`config.mk`:
```
export PLATFORM = sky130hd
export DESIGN_NAME = out_frame_latch
export DESIGN_NICKNAME = d
export VERILOG_FILES = /design/src/rtl/out_frame_latch.sv
export SDC_FILE = /design/constraint.sdc
export NUM_CORES = 1
export LEC_CHECK = 0
export BUFFER_PORTS_ARGS = -buffer_cell sky130_fd_sc_hd__buf_2
export CAP_MARGIN = 15
export CORE_MARGIN = 5
export CORE_UTILIZATION = 48
export DETAILED_ROUTE_END_ITERATION = 10
export HOLD_SLACK_MARGIN = 0.15
export PLACE_DENSITY = 0.63
export REMOVE_ABC_BUFFERS = 1
export SYNTH_ARGS = -nofsm -noshare
export SYNTH_HDL_FRONTEND = slang
export SYNTH_SLANG_ARGS = --single-unit
```
`constraint.sdc`:
```
create_clock -name CLK -period 2.45 [get_ports CLK]
set_input_delay 0.3675 -clock CLK [delete_from_list [all_inputs] [get_ports CLK]]
set_output_delay 0.3675 -clock CLK [all_outputs]
set_load 0.1 [all_outputs]
```
`src/rtl/out_frame_latch.sv`:
```
// ----------------------------------------------------------------------------
// out_frame_latch
//   Serial-to-parallel output stage. Receives FRAME_BITS-bit frames over a
//   3-wire SPI-like link (mode 0, MSB first), checks the 4'hA sync nibble and
//   even parity, and holds the last valid WIDTH-bit payload on OUT_DATA. A
//   watchdog forces SAFE_VALUE when no valid frame arrives for WDT_CYCLES
//   clocks (WDT_CYCLES == 0 disables it).
//
// Ports
//   CLK        in   system clock, all state on rising edge
//   RST_N      in   asynchronous active-low reset
//   SCK        in   serial clock, asynchronous to CLK
//   MOSI       in   serial data, sampled on SCK rise
//   CS_N       in   frame select, active low
//   OUT_DATA   out  latched output value
//   FRAME_OK   out  1-cycle pulse, valid frame committed
//   FRAME_ERR  out  1-cycle pulse, frame rejected
//   WDT_TRIP   out  level, watchdog expired; cleared by next valid frame
// ----------------------------------------------------------------------------
module out_frame_latch #(
   parameter int unsigned      WIDTH      = 9,
   parameter logic [WIDTH-1:0] SAFE_VALUE = WIDTH'(0),
   parameter int unsigned      WDT_W      = 20,
   parameter logic [WDT_W-1:0] WDT_CYCLES = WDT_W'(500000)
) (
   input  logic             CLK,
   input  logic             RST_N,
   input  logic             SCK,
   input  logic             MOSI,
   input  logic             CS_N,
   output logic [WIDTH-1:0] OUT_DATA,
   output logic             FRAME_OK,
   output logic             FRAME_ERR,
   output logic             WDT_TRIP
);

   localparam int unsigned FRAME_BITS = WIDTH + 5;
   localparam int unsigned CNT_W      = $clog2(FRAME_BITS + 2);
   localparam logic [CNT_W-1:0] CNT_FULL = CNT_W'(FRAME_BITS);
   localparam logic [CNT_W-1:0] CNT_SAT  = CNT_W'(FRAME_BITS + 1);
   localparam logic [3:0]       SYNC_NIB = 4'hA;

   localparam logic [1:0] ST_IDLE  = 2'd0;
   localparam logic [1:0] ST_SHIFT = 2'd1;
   localparam logic [1:0] ST_CHECK = 2'd2;

   // Synchronizers: [0] first stage, [1] synced value, [2] edge-detect history
   logic [2:0]            sck_sync_q,  sck_sync_d;
   logic [1:0]            mosi_sync_q, mosi_sync_d;
   logic [2:0]            csn_sync_q,  csn_sync_d;

   logic [1:0]            state_q, state_d;
   logic [CNT_W-1:0]      cnt_q,   cnt_d;
   logic                  ovr_q,   ovr_d;
   logic                  pend_q,  pend_d;
   logic [FRAME_BITS-1:0] sr_q,    sr_d;
   logic [WDT_W-1:0]      wdt_q,   wdt_d;
   logic [WIDTH-1:0]      out_q,   out_d;
   logic                  ok_q,    ok_d;
   logic                  err_q,   err_d;
   logic                  trip_q,  trip_d;

   logic                  sck_rise_c;
   logic                  csn_fall_c;
   logic                  csn_rise_c;
   logic                  frame_valid_c;

   // Edge detection on the synchronized inputs
   always_comb begin
      sck_rise_c = sck_sync_q[1] & ~sck_sync_q[2];
      csn_fall_c = ~csn_sync_q[1] & csn_sync_q[2];
      csn_rise_c = csn_sync_q[1] & ~csn_sync_q[2];
   end

   // Frame acceptance: exact length, no overrun, sync nibble, even parity
   always_comb begin
      frame_valid_c = (cnt_q == CNT_FULL) && !ovr_q &&
                      (sr_q[FRAME_BITS-1 -: 4] == SYNC_NIB) &&
                      !(^sr_q[WIDTH:0]);
   end

   // Next-state, datapath and output logic
   always_comb begin
      sck_sync_d  = {sck_sync_q[1:0], SCK};
      mosi_sync_d = {mosi_sync_q[0], MOSI};
      csn_sync_d  = {csn_sync_q[1:0], CS_N};
      state_d     = state_q;
      cnt_d       = cnt_q;
      ovr_d       = ovr_q;
      pend_d      = pend_q;
      sr_d        = sr_q;
      wdt_d       = wdt_q;
      out_d       = out_q;
      ok_d        = 1'b0;
      err_d       = 1'b0;
      trip_d      = trip_q;

      case (state_q)
         ST_IDLE: begin
            // A CS_N fall seen during CHECK is held in pend_q until now
            if (csn_fall_c || pend_q) begin
               state_d = ST_SHIFT;
               cnt_d   = '0;
               ovr_d   = 1'b0;
               pend_d  = 1'b0;
            end
         end
         ST_SHIFT: begin
            if (sck_rise_c) begin
               sr_d = {sr_q[FRAME_BITS-2:0], mosi_sync_q[1]};
               if (cnt_q != CNT_SAT) begin
                  cnt_d = cnt_q + CNT_W'(1);
               end
               if (cnt_q == CNT_FULL) begin
                  ovr_d = 1'b1;
               end
            end
            if (csn_rise_c) begin
               state_d = ST_CHECK;
            end
         end
         ST_CHECK: begin
            state_d = ST_IDLE;
            if (csn_fall_c) begin
               pend_d = 1'b1;
            end
         end
         default: begin
            state_d = ST_IDLE;
         end
      endcase

      // A valid commit takes priority over a same-cycle watchdog expiry
      if ((state_q == ST_CHECK) && frame_valid_c) begin
         out_d  = sr_q[WIDTH:1];
         ok_d   = 1'b1;
         trip_d = 1'b0;
         wdt_d  = WDT_CYCLES;
      end else begin
         if (state_q == ST_CHECK) begin
            err_d = 1'b1;
         end
         if ((WDT_CYCLES != '0) && (wdt_q != '0)) begin
            wdt_d = wdt_q - WDT_W'(1);
            if (wdt_q == WDT_W'(1)) begin
               out_d  = SAFE_VALUE;
               trip_d = 1'b1;
            end
         end
      end
   end

   // State registers
   always_ff @(posedge CLK or negedge RST_N) begin
      if (!RST_N) begin
         sck_sync_q  <= 3'b111;
         mosi_sync_q <= 2'b00;
         csn_sync_q  <= 3'b111;
         state_q     <= ST_IDLE;
         cnt_q       <= '0;
         ovr_q       <= 1'b0;
         pend_q      <= 1'b0;
         sr_q        <= '0;
         wdt_q       <= WDT_CYCLES;
         out_q       <= SAFE_VALUE;
         ok_q        <= 1'b0;
         err_q       <= 1'b0;
         trip_q      <= 1'b0;
      end else begin
         sck_sync_q  <= sck_sync_d;
         mosi_sync_q <= mosi_sync_d;
         csn_sync_q  <= csn_sync_d;
         state_q     <= state_d;
         cnt_q       <= cnt_d;
         ovr_q       <= ovr_d;
         pend_q      <= pend_d;
         sr_q        <= sr_d;
         wdt_q       <= wdt_d;
         out_q       <= out_d;
         ok_q        <= ok_d;
         err_q       <= err_d;
         trip_q      <= trip_d;
      end
   end

   assign OUT_DATA  = out_q;
   assign FRAME_OK  = ok_q;
   assign FRAME_ERR = err_q;
   assign WDT_TRIP  = trip_q;

endmodule

```
# [After elaboration in Yosys (flattened, before gate mapping)]
# Cells that the tools add are included.
[classes] addsub=2 multipliers=0 div=0 n_lt_le_gt_ge=0 eq_ne=12 shifts=0 muxes=24 bitwise_logic=6 n_reduce_logical=20
[ops] cell="$mux 20" count=2
[ops] cell="$mux 9" count=3
[ops] cell="$eq 20x1->1 const B" count=1
[ops] cell="$reduce_bool 20->1" count=1
[ops] cell="$sub 20x1->20 const B" count=1
[ops] cell="$mux 4" count=3
[ops] cell="$ne 2x2->1 const B" count=6
[ops] cell="$mux 1" count=10
[ops] cell="$reduce_xor 10->1" count=1
[ops] cell="$eq 4x4->1 const B" count=2
[ops] cell="$pmux 4 s2" count=1
[ops] cell="$reduce_and 4->1" count=2
[ops] cell="$reduce_bool 2->1" count=4
[ops] cell="$reduce_and 2->1" count=3
[ops] cell="$add 4x1->4 const B" count=1
[ops] cell="$logic_and 1x1->1" count=4
[ops] cell="$mux 2" count=2
[ops] cell="$ne 4x4->1 const B" count=1
[ops] cell="$pmux 1 s2" count=2
[ops] cell="$pmux 2 s2" count=1
[ops] cell="$and 1x1->1" count=3
[ops] cell="$not 1->1" count=3
[ops] cell="$reduce_and 3->1" count=1
[ops] cell="$eq 2x1->1 const B" count=1
[ops] cell="other kinds (4)" count=5
[totals] reg_bits=62 latchBits=0 ramBits=0 romBits=0 in_bits=5 output_inout_bits=12 elab_cells=77 memories=0

# [Longest topological paths before layout]
# Gate-level depths: netlist of run 1.
[logic_depth] ltp_word=7 mapped_depth=8 ltp_nobuf=6

# [Least setup slack after synthesis of run 1]
# No wires, ideal clock.
[synth_timing] path_type="register -> register" from="reg wdt_q[4]" to="reg out_q[0] (netlist: OUT_DATA[0])" setup_ps=125 t_arrival_ps=1714 required_ps=2325 slack_ps=612 path_stages_with_launch=6 path_buffers=0 synth_period_minus_slack_ps=1838 cell_sequence="dfrtp_1 > or4_4 > nor4_4 > nand4b_2 > nand2_1 > mux2i_1"
[synth_via] elab_chain_len=3 word_cells_on_any_way=5 classes_between="eq/ne (1); reduce/logical (4)"
[synth_rtl] element="start: declaration" line="57" source="logic [WDT_W-1:0] wdt_q, wdt_d;"
[synth_rtl] element="start signal: assignment" line="178" source="wdt_q <= wdt_d;"
[synth_rtl] element="$eq 20x1->1 or $reduce_bool 20->1 (tied branches)" line="145, 143"
[synth_rtl] element="$reduce_bool 2->1 (no line)"
[synth_rtl] element="$reduce_and 2->1 (no line) (*)"
[synth_rtl] element="end signal: assignment" line="179" source="out_q <= out_d;"
[synth_rtl] element="end: declaration" line="58" source="logic [WIDTH-1:0] out_q, out_d;"
# Mark *: on every way between the ends. The rest lies on a longest branch, timed or not.
# A chain may end at the register's enable or synchronous reset.

# [Final worst setup path of run 1]
[layout_timing] from="reg cnt_q[0]" to="reg out_q[1] (netlist: OUT_DATA[1])"
[layout_via] elab_chain_len=7 word_cells_on_any_way=9 classes_between="eq/ne (1); mux (1); reduce/logical (7)"
[layout_rtl] element="start: declaration" line="53" source="logic [CNT_W-1:0] cnt_q, cnt_d;"
[layout_rtl] element="start signal: assignment" line="174" source="cnt_q <= cnt_d;"
[layout_rtl] element="$eq 4x4->1 (*)" line="77" source="frame_valid_c = (cnt_q == CNT_FULL) && !ovr_q &&"
[layout_rtl] element="$logic_and 1x1->1 (*) (2 in series)" line="77"
[layout_rtl] element="$logic_and 1x1->1 (*)" line="78" source="(sr_q[FRAME_BITS-1 -: 4] == SYNC_NIB) &&"
[layout_rtl] element="$logic_and 1x1->1 (*)" line="134" source="if ((state_q == ST_CHECK) && frame_valid_c) begin"
[layout_rtl] element="$reduce_bool 2->1 (no line)"
[layout_rtl] element="$reduce_and 2->1 (no line)"
# Marks and branches as above.

==> results of run 1 <==
-- layout make-up --
type	count	share of cell area [%]
clock buffers	15	4.98
multi-input cells	172	38.6
well taps	75	2.81
clock inverters	1	0.150
repair buffers	25	5.02
flip-flops and latches	62	46.9
inverters	14	1.57
-- critical path: stages (launching register included) --
cell and delay (ns):
dfrtp_1 0.41, inv_1 0.08, ha_1 0.16, nand3_1 0.08, or4_1 0.56, nor3_4 0.37, buf_12 0.22, mux2i_1 0.21
-- metrics by stage --
step                      power, uW  utilization [%]  worst slack (ns)  TNS (ns)  cells
final                          2590             56.4             0.274         0    364
after floorplan                1660                -            -0.535    -11.22    248
after global routing           2750             56.4            0.0924         0    364
after CTS                      2640             56.4             0.235         0    364
after detailed placement       1820             53.0             0.276         0    345
after global placement         1810             53.0             0.358         0    345
-- cells in the mapped netlist, types with 2 or more instances --
| master | n |
|---|---|
| buf_6 | 2 |
| nand3_1 | 7 |
| a21oi_1 | 4 |
| ha_1 | 5 |
| o211ai_1 | 4 |
| dfrtp_1 | 49 |
| dfstp_2 | 13 |
| clkbuf_1 | 2 |
| o21ai_0 | 8 |
| or4_1 | 3 |
| nand3b_1 | 2 |
| nor4_4 | 2 |
| inv_1 | 14 |
| mux2_2 | 14 |
| xnor2_1 | 9 |
| nor3b_1 | 2 |
| nand2_1 | 15 |
| xor2_1 | 14 |
| nor3_1 | 5 |
| mux2i_1 | 9 |
| nand2b_1 | 10 |
| nor4_1 | 2 |
| a211oi_1 | 2 |
| nor2_1 | 24 |
| or4_4 | 2 |
| nand4_1 | 7 |
| and3_1 | 4 |
| nor4_2 | 2 |
-- layer usage --
layer	part of all wire [%]	wire length [um]
met4	2.6	135
met1	46	2410
met2	47	2450
met5	0	0
met3	4.1	216
-- report_power, final --
group / internal [uW] / switching [uW] / total [uW]
logic: 287 / 262 / 549
clock network: 423 / 376 / 799
registers: 1130 / 120 / 1250
total: 1840 / 759 / 2590
-- cells by family (layout without fill, tap and decap cells) --
group,after synthesis,count (layout),share of synthesized area (%)
adder cells (fa/ha/maj),5,5,2.13
AND/OR/NAND/NOR,94,94,18.9
AO/OA/AOI/OAI,25,25,5.59
flip-flops,62,62,53.5
multiplexers,23,23,8.45
buffers and inverters,20,55,3.25
XOR/XNOR,25,25,8.20
-- state kept, by name, indices dropped and copies added, names as in the netlist --
name         flops
FRAME_ERR        1
FRAME_OK         1
OUT_DATA         9
WDT_TRIP         1
cnt_q            4
csn_sync_q       3
mosi_sync_q      2
ovr_q            1
pend_q           1
sck_sync_q       3
sr_q            14
state_q          2
wdt_q           20
-- worst paths after layout --
kind | endpoint | slack [ns] | depth (start not counted)
worst max-delay path | OUT_DATA[1] | 0.27 | 7
worst min-delay path | wdt_q[3] | 0.18 | 2
worst max register to register | OUT_DATA[1] | 0.27 | 7
worst min register to register | sck_sync_q[1] | 0.36 | 0
max in group asynchronous | state_q[0] | 1.76 | 2
min in group CLK | sck_sync_q[1] | 0.36 | 0
==> flow_summary.ini, run 1 <==
[placed_design]
port_buffers = 16
routabilityCongestion = 0.875
hpwl_um = 3430
placed_area_um2 = 3140

[setup_path]
critPathArrivalTime_ns = 2.43
cp.required_ns = 2.70
critPathLaunchType = flip-flop
crit_fanout = 17
critPathCaptureType = flip-flop
setup.worst_path.class = reg2reg
crit-reg2reg-launch = cnt_q[0]
cp-startpoint = cnt_q[0]

[route]
ant_nets = 0
viasPerCell = 5.20
drt_iter0_drc = 85
wl_per_cell_um = 14.3
vias = 1892
firstDrtPassIters = 4
wl_um = 5220
drc = 0

[clock_tree]
cts_setup_buffers = 0
cts_htree_levels = 3
clock-sinks = 62
cts_resized = 0
cts.hold.buffers_added = 3
clk_pin_slew_ns = 0.07
cts_tree = built
worst_skew_pair.late_latency_ns = 0.34
clockBufferDepth = 2
cts_buffers = 9
cts_root_buf = clkbuf_8

[timing]
hold_viol_final = 0
rsz0062_at_grt = no
relSlewSlack_pct = 49.4
min_period_over_period_pct = 88.8
fin_hold_ws_ns = 0.182
period_needed_ns = 2.18
timing.fmax_ghz = 0.460
setup_viol = 0
final_max_slew_viol_count = 0
tightest_slew_ns = 0.758
fin_skew_ns = 0.00926

[grt]
busiest_layer = met2
grt_usage_pct = 16.0
grt_overflow = 0
antenna_found_initial = 0
grtUsageMet3_pct = 4.99
grt_first_pass_wirelength_um = 9390
grtUsageMet1_pct = 20.0
grt_max_degree = 63
first_global_vias = 1980
gr-usage-met2_pct = 24.9

[floorplanning]
die_h_um = 88.1
row_count = 28
dieArea_um2 = 7770
fp.dieW_um = 88.1
io_pins = 17
core_region_area_um2 = 5920
start_util_pct = 49.5

[synth]
synth_area_leaders = dfrtp_1 (42%), dfstp_2 (12%), mux2_2 (5.4%)
ys_seq_area_share_pct = 53.5
synth_area_per_cell_um2 = 11.5
syn_area_um2 = 2930
synth_edf_count = 0
async_reset_ff_share_pct = 100
synth_ff_type = dfrtp_1
ys_types = 46
yosys_warnings = 0
synth_top_area_share_pct = 41.8
syn_inst = 254
synth-seq-cells = 62
synth_top_cell_by_area = dfrtp_1

[cells_and_area]
antenna_cells = 0
num-fill-cells = 510
most-common-layout-cells = dfrtp_1 (49), nor2_1 (24), buf_2 (16)
fin_nets = 294
multi_input_area_um2 = 1290
design_area_um2 = 3340
syn_to_final_growth_pct = 14.0
drive_above_1_share_pct = 25.3
register_area_um2 = 1570
layout_commonest_cell = dfrtp_1

[power]
p_leak_uw = 0.00157
peakVddDrop_mv = 0.556
power.density_nw_per_um2 = 776

[job]
maxCapViolations = 0

[hold_path]
hold_class = in2async

[run_status]
outcome = complete, no violations
Note: power is estimated with default switching activity, not from simulation.
==> run 2, diff against run 1 <==
- BUFFER_PORTS_ARGS: -buffer_cell sky130_fd_sc_hd__buf_2 -> -buffer_cell sky130_fd_sc_hd__clkbuf_2
==> run 2 against run 1 <==
Against the previous run: final area is 0.41% higher; non-clock buffer count stayed put; flip-flop and latch count stayed put; highest routed layer unchanged; clock-buffer cell count is 3 lower; cell count stayed put; wire length is 2.7% lower; clock power is 3.1% higher; global-route usage is 0.59 points lower; register-to-register slack hardly changed.
==> flow_summary.ini, run 2 (synthesized netlist as in run 1, its figures left out) <==
[cells_and_area]
drive_above_1_share_pct = 26.6
final_core_util_pct = 56.7
layout_commonest_cell = dfrtp_1
most-common-layout-cells = dfrtp_1 (49), nor2_1 (24), clkbuf_2 (16)
largest-register = wdt_q
antenna_cells = 0
num-fill-cells = 500
syn_to_final_growth_pct = 14.5
largest_register_ffs = 20
fin_nets = 294

[setup_path]
critPathLaunchType = flip-flop
cp.required_ns = 2.70
crit_chain = inv_1 > ha_1 > nand3_1 > or4_1 > nor3_4 > buf_12 > mux2i_1
cp_top_family = simple AND/OR/NAND/NOR gates
r2r_end = OUT_DATA[5]
max_stage_delay_ns = 0.56
critPathCaptureType = flip-flop
slowest_stage = or4_1
reg2reg_depth = 7
setup.worst_path.class = reg2reg
critPathArrivalTime_ns = 2.43
crit-reg2reg-launch = cnt_q[0]
crit_fanout = 17
path_buf_inv = 2
reg2reg_slack_ns = 0.28

[grt]
busiest_layer = met2
grt_overflow = 0
grtUsageMet3_pct = 5.46
grt_max_degree = 63
first_global_vias = 1992
grt_first_pass_wirelength_um = 9150
antenna_found_initial = 0
gr-usage-met2_pct = 23.4
grt_usage_pct = 15.4
grtUsageMet1_pct = 20.0

[route]
firstDrtPassIters = 4
ant_nets = 0
wl_um = 5080
viasPerCell = 5.26
wl_per_cell_um = 13.9
vias = 1913
drc = 0
drt_iter0_drc = 89

[power]
peakVddDrop_mv = 0.446
p_total_uw = 2610
p_leak_uw = 0.00157
power.density_nw_per_um2 = 779

[clock_tree]
cts_tree = built
worst_skew_pair.late_latency_ns = 0.33
cts_root_buf = clkbuf_8
clock-sinks = 62
cts_resized = 0
cts_buffers = 9
cts_htree_levels = 3
clockBufferDepth = 2
clk_pin_slew_ns = 0.07

[job]
maxCapViolations = 0

[timing]
fin_skew_ns = 0.00749
setup_viol = 0
rsz0062_at_grt = no
timing.fmax_ghz = 0.460
min_period_over_period_pct = 88.7
hold_viol_final = 0
final_max_slew_viol_count = 0
period_needed_ns = 2.17
finalWorstSetupSlack_ns = 0.277
relSlewSlack_pct = 50.3
fin_hold_ws_ns = 0.190
setup_tns_ns = 0
tightest_slew_ns = 0.746

[hold_path]
hold_class = in2async

[floorplanning]
io_pins = 17
die_h_um = 88.1
row_count = 28
dieArea_um2 = 7770
core_region_area_um2 = 5920
fp.dieW_um = 88.1
start_util_pct = 49.5

[placed_design]
port_buffers = 16
place_ws_ns = 0.272
routabilityCongestion = 0.865
hpwl_um = 3400

[run_status]
outcome = complete, no violations
## run 2: cell types whose count changed in the layout (fill, tap and decap cells not counted)
cell / delta
buf_2: -16
clkinv_2: +3
clkbuf_8: +1
clkbuf_2: +16
clkbuf_1: -4
## run 2: how the worst max path moves through the flow
| stage | from | endpoint | slack, ns | depth (start not counted) |
|---|---|---|---|---|
| finish | cnt_q[0] | OUT_DATA[5] | 0.28 | 7 |
| global route | cnt_q[0] | OUT_DATA[2] | 0.09 | 7 |
| CTS | cnt_q[0] | OUT_DATA[5] | 0.27 | 7 |
| detailed placement | cnt_q[0] | OUT_DATA[5] | 0.27 | 7 |
| global placement | cnt_q[0] | OUT_DATA[8] | 0.36 | 7 |
| floorplan | sck_sync_q[1] | cnt_q[1] | -0.54 | 4 |
## run 2: timing repair
item / 4_1_cts / 5_1_grt
setup buffers: 0 / 0
hold buffers: 3 / 0
setup endpoints to repair: 0 / 0
hold endpoints to repair: 3 / 0
## run 2: through the flow
stage	cells	area (um^2)
5_1_grt	364	3360
3_3_place_gp	345	3140
3_5_place_dp	345	3140
2_1_floorplan	248	2890
6_report	364	3360
4_1_cts	364	3360
## run 2: layer usage
metal / vias to the layer above / part of all wire [%]
li1: 949 / -
met1: 939 / 47
met2: 18 / 49
met3: 7 / 2.4
met4: 0 / 1.2
met5: - / 0
## run 2: power by group
group	total (uW)	switching, uW	internal, uW
combinational	547	260	287
sequential	1240	116	1130
clock	824	381	443
## run 2: cell type report
cell class | instances | area [um^2] | share of cell area, %
clock buffers | 12 | 165 | 4.92
clock inverters | 4 | 20.0 | 0.597
inverters | 14 | 52.6 | 1.57
multi-input cells | 172 | 1290 | 38.4
flip-flops and latches | 62 | 1570 | 46.7
well taps | 75 | 93.8 | 2.80
repair buffers | 25 | 168 | 5.00
==> run 3, diff against run 2 <==
- CELL_PAD_IN_SITES_DETAIL_PLACEMENT: default -> 0
- CELL_PAD_IN_SITES_GLOBAL_PLACEMENT: default -> 1
- PLACE_DENSITY: 0.63 -> 0.76
==> run 3 against run 2 <==
Against the previous run: via count hardly changed; register-to-register slack worse by 0.03 ns; cell count is 0.55% higher; maximum frequency is 1.3% lower; critical endpoint is now wdt_q[15]; sequential share of layout area is 0.52 points lower; clock power is 3.2% higher; critical path depth stayed put; clock-buffer cell count stayed put; die area stayed put; largest power group unchanged.
==> flow_summary.ini, run 3 (synthesized netlist as in run 1, its figures left out) <==
[run_status]
outcome = complete, no violations

[grt]
grt_usage_pct = 16.0
grt_first_pass_wirelength_um = 9470
first_global_vias = 2010
grt_max_degree = 63
antenna_found_initial = 0
grt_overflow = 0

[route]
drc = 0
viasPerCell = 5.22
firstDrtPassIters = 4
wl_um = 5160
drt_iter0_drc = 106
wl_per_cell_um = 14.1
ant_nets = 0
vias = 1912

[timing]
period_needed_ns = 2.20
fin_skew_ns = 0.00951
rsz0062_at_grt = no
finalWorstSetupSlack_ns = 0.248
tightest_slew_ns = 0.771
setup_viol = 0
timing.fmax_ghz = 0.454
hold_viol_final = 0
relSlewSlack_pct = 48.6
min_period_over_period_pct = 89.9
final_max_slew_viol_count = 0
fin_hold_ws_ns = 0.159

[placed_design]
place_ws_ns = 0.150
dpl.cell_count = 344
routabilityCongestion = 0.735
hpwl_um = 3370
port_buffers = 16

[floorplanning]
dieArea_um2 = 7770
io_pins = 17
fp.dieW_um = 88.1
core_region_area_um2 = 5920
row_count = 28
start_util_pct = 49.5
die_h_um = 88.1

[setup_path]
setup.worst_path.class = reg2reg
critPathArrivalTime_ns = 2.46
r2r_end = wdt_q[15]
max_stage_delay_ns = 0.42
critPathLaunchType = flip-flop
crit-reg2reg-launch = sr_q[6]
crit_top_cell = xnor2_1
crit_chain = xnor2_1 > xnor3_1 > xnor2_1 > nor3_4 > buf_12 > buf_4 > or3_1
reg2reg_slack_ns = 0.25
reg2reg_depth = 7
cp.required_ns = 2.71
cp-startpoint = sr_q[6]
slowest_stage = xnor3_1
critPathCaptureType = flip-flop
crit_fanout = 8

[clock_tree]
worst_skew_pair.late_latency_ns = 0.33
cts_root_buf = clkbuf_8
cts_resized = 0
clk_pin_slew_ns = 0.07
cts_tree = built
clockBufferDepth = 2
clock-sinks = 62
cts_buffers = 9
cts_htree_levels = 3

[cells_and_area]
layout_commonest_cell = dfrtp_1
largest-register = wdt_q
syn_to_final_growth_pct = 15.8
multi_input_area_um2 = 1290
largest_register_ffs = 20
final_core_util_pct = 57.3
num-fill-cells = 490
instances_no_fill = 366
register_area_um2 = 1570
most-common-layout-cells = dfrtp_1 (49), nor2_1 (24), clkbuf_2 (16)
fin_nets = 296
drive_above_1_share_pct = 26.1
antenna_cells = 0

[power]
peakVddDrop_mv = 0.680
power.density_nw_per_um2 = 779
p_leak_uw = 0.00158

[hold_path]
hold_class = in2async

[job]
maxCapViolations = 0
[run 3: cell types whose count changed in the layout (fill, tap and decap cells not counted), sizes merged]
cell and change:
buf +2, bufinv +1, clkinv -2, clkinvlp +1
[run 3: final cells by class]
class	instances	share of cell area (%)
inverter	14	1.55
clock inverter	4	1.40
clock buffer	12	3.98
multi-input combinational	172	38.0
timing repair buffer	27	6.12
tap	75	2.77
sequential	62	46.2
[run 3: worst max-delay path, delay by kind of cell (launching register included)]
kind | cells | cell delay, ns
buffers and inverters | 2 | 0.30
AND/OR/NAND/NOR | 2 | 0.45
XOR/XNOR | 3 | 0.96
flip-flops | 1 | 0.41
[run 3: through the flow]
stage,TNS [ns],power [uW],instance area (um^2)
4_1_cts,0,2680,3360
3_5_place_dp,0,1820,3150
2_1_floorplan,-11.22,1660,2890
5_1_grt,0,2820,3390
6_report,0,2640,3390
3_3_place_gp,0,1810,3150
[run 3: report_power, final]
| part | internal, uW | total (uW) | switching, uW |
|---|---|---|---|
| Combinational | 287 | 550 | 263 |
| Sequential | 1130 | 1240 | 118 |
| Clock | 468 | 850 | 383 |
| Total | 1880 | 2640 | 763 |
[run 3: what timing repair did]
| item | CTS | global route |
|---|---|---|
| hold endpoints to repair | 3 | 0 |
| buffers inserted | 0 | 3 |
| hold buffers | 3 | 0 |
| endpoints found under the setup margin | 0 | 4 |
[run 3: how the worst max path moves through the flow]
| stage | end | slack [ns] | depth (start not counted) |
|---|---|---|---|
| finish | wdt_q[15] | 0.25 | 7 |
| detailed placement | OUT_DATA[0] | 0.15 | 7 |
| global placement | OUT_DATA[6] | 0.20 | 7 |
| global route | wdt_q[15] | 0.11 | 7 |
| floorplan | cnt_q[1] | -0.54 | 4 |
| CTS | OUT_DATA[5] | 0.11 | 7 |
[run 3: layer usage]
metal	wire, um	GRT usage (%)	vias to the layer above
met5	0	0	-
met1	2490	21.4	928
met2	2420	24.7	24
li1	-	-	953
met4	89	6.73	0
met3	156	4.52	7
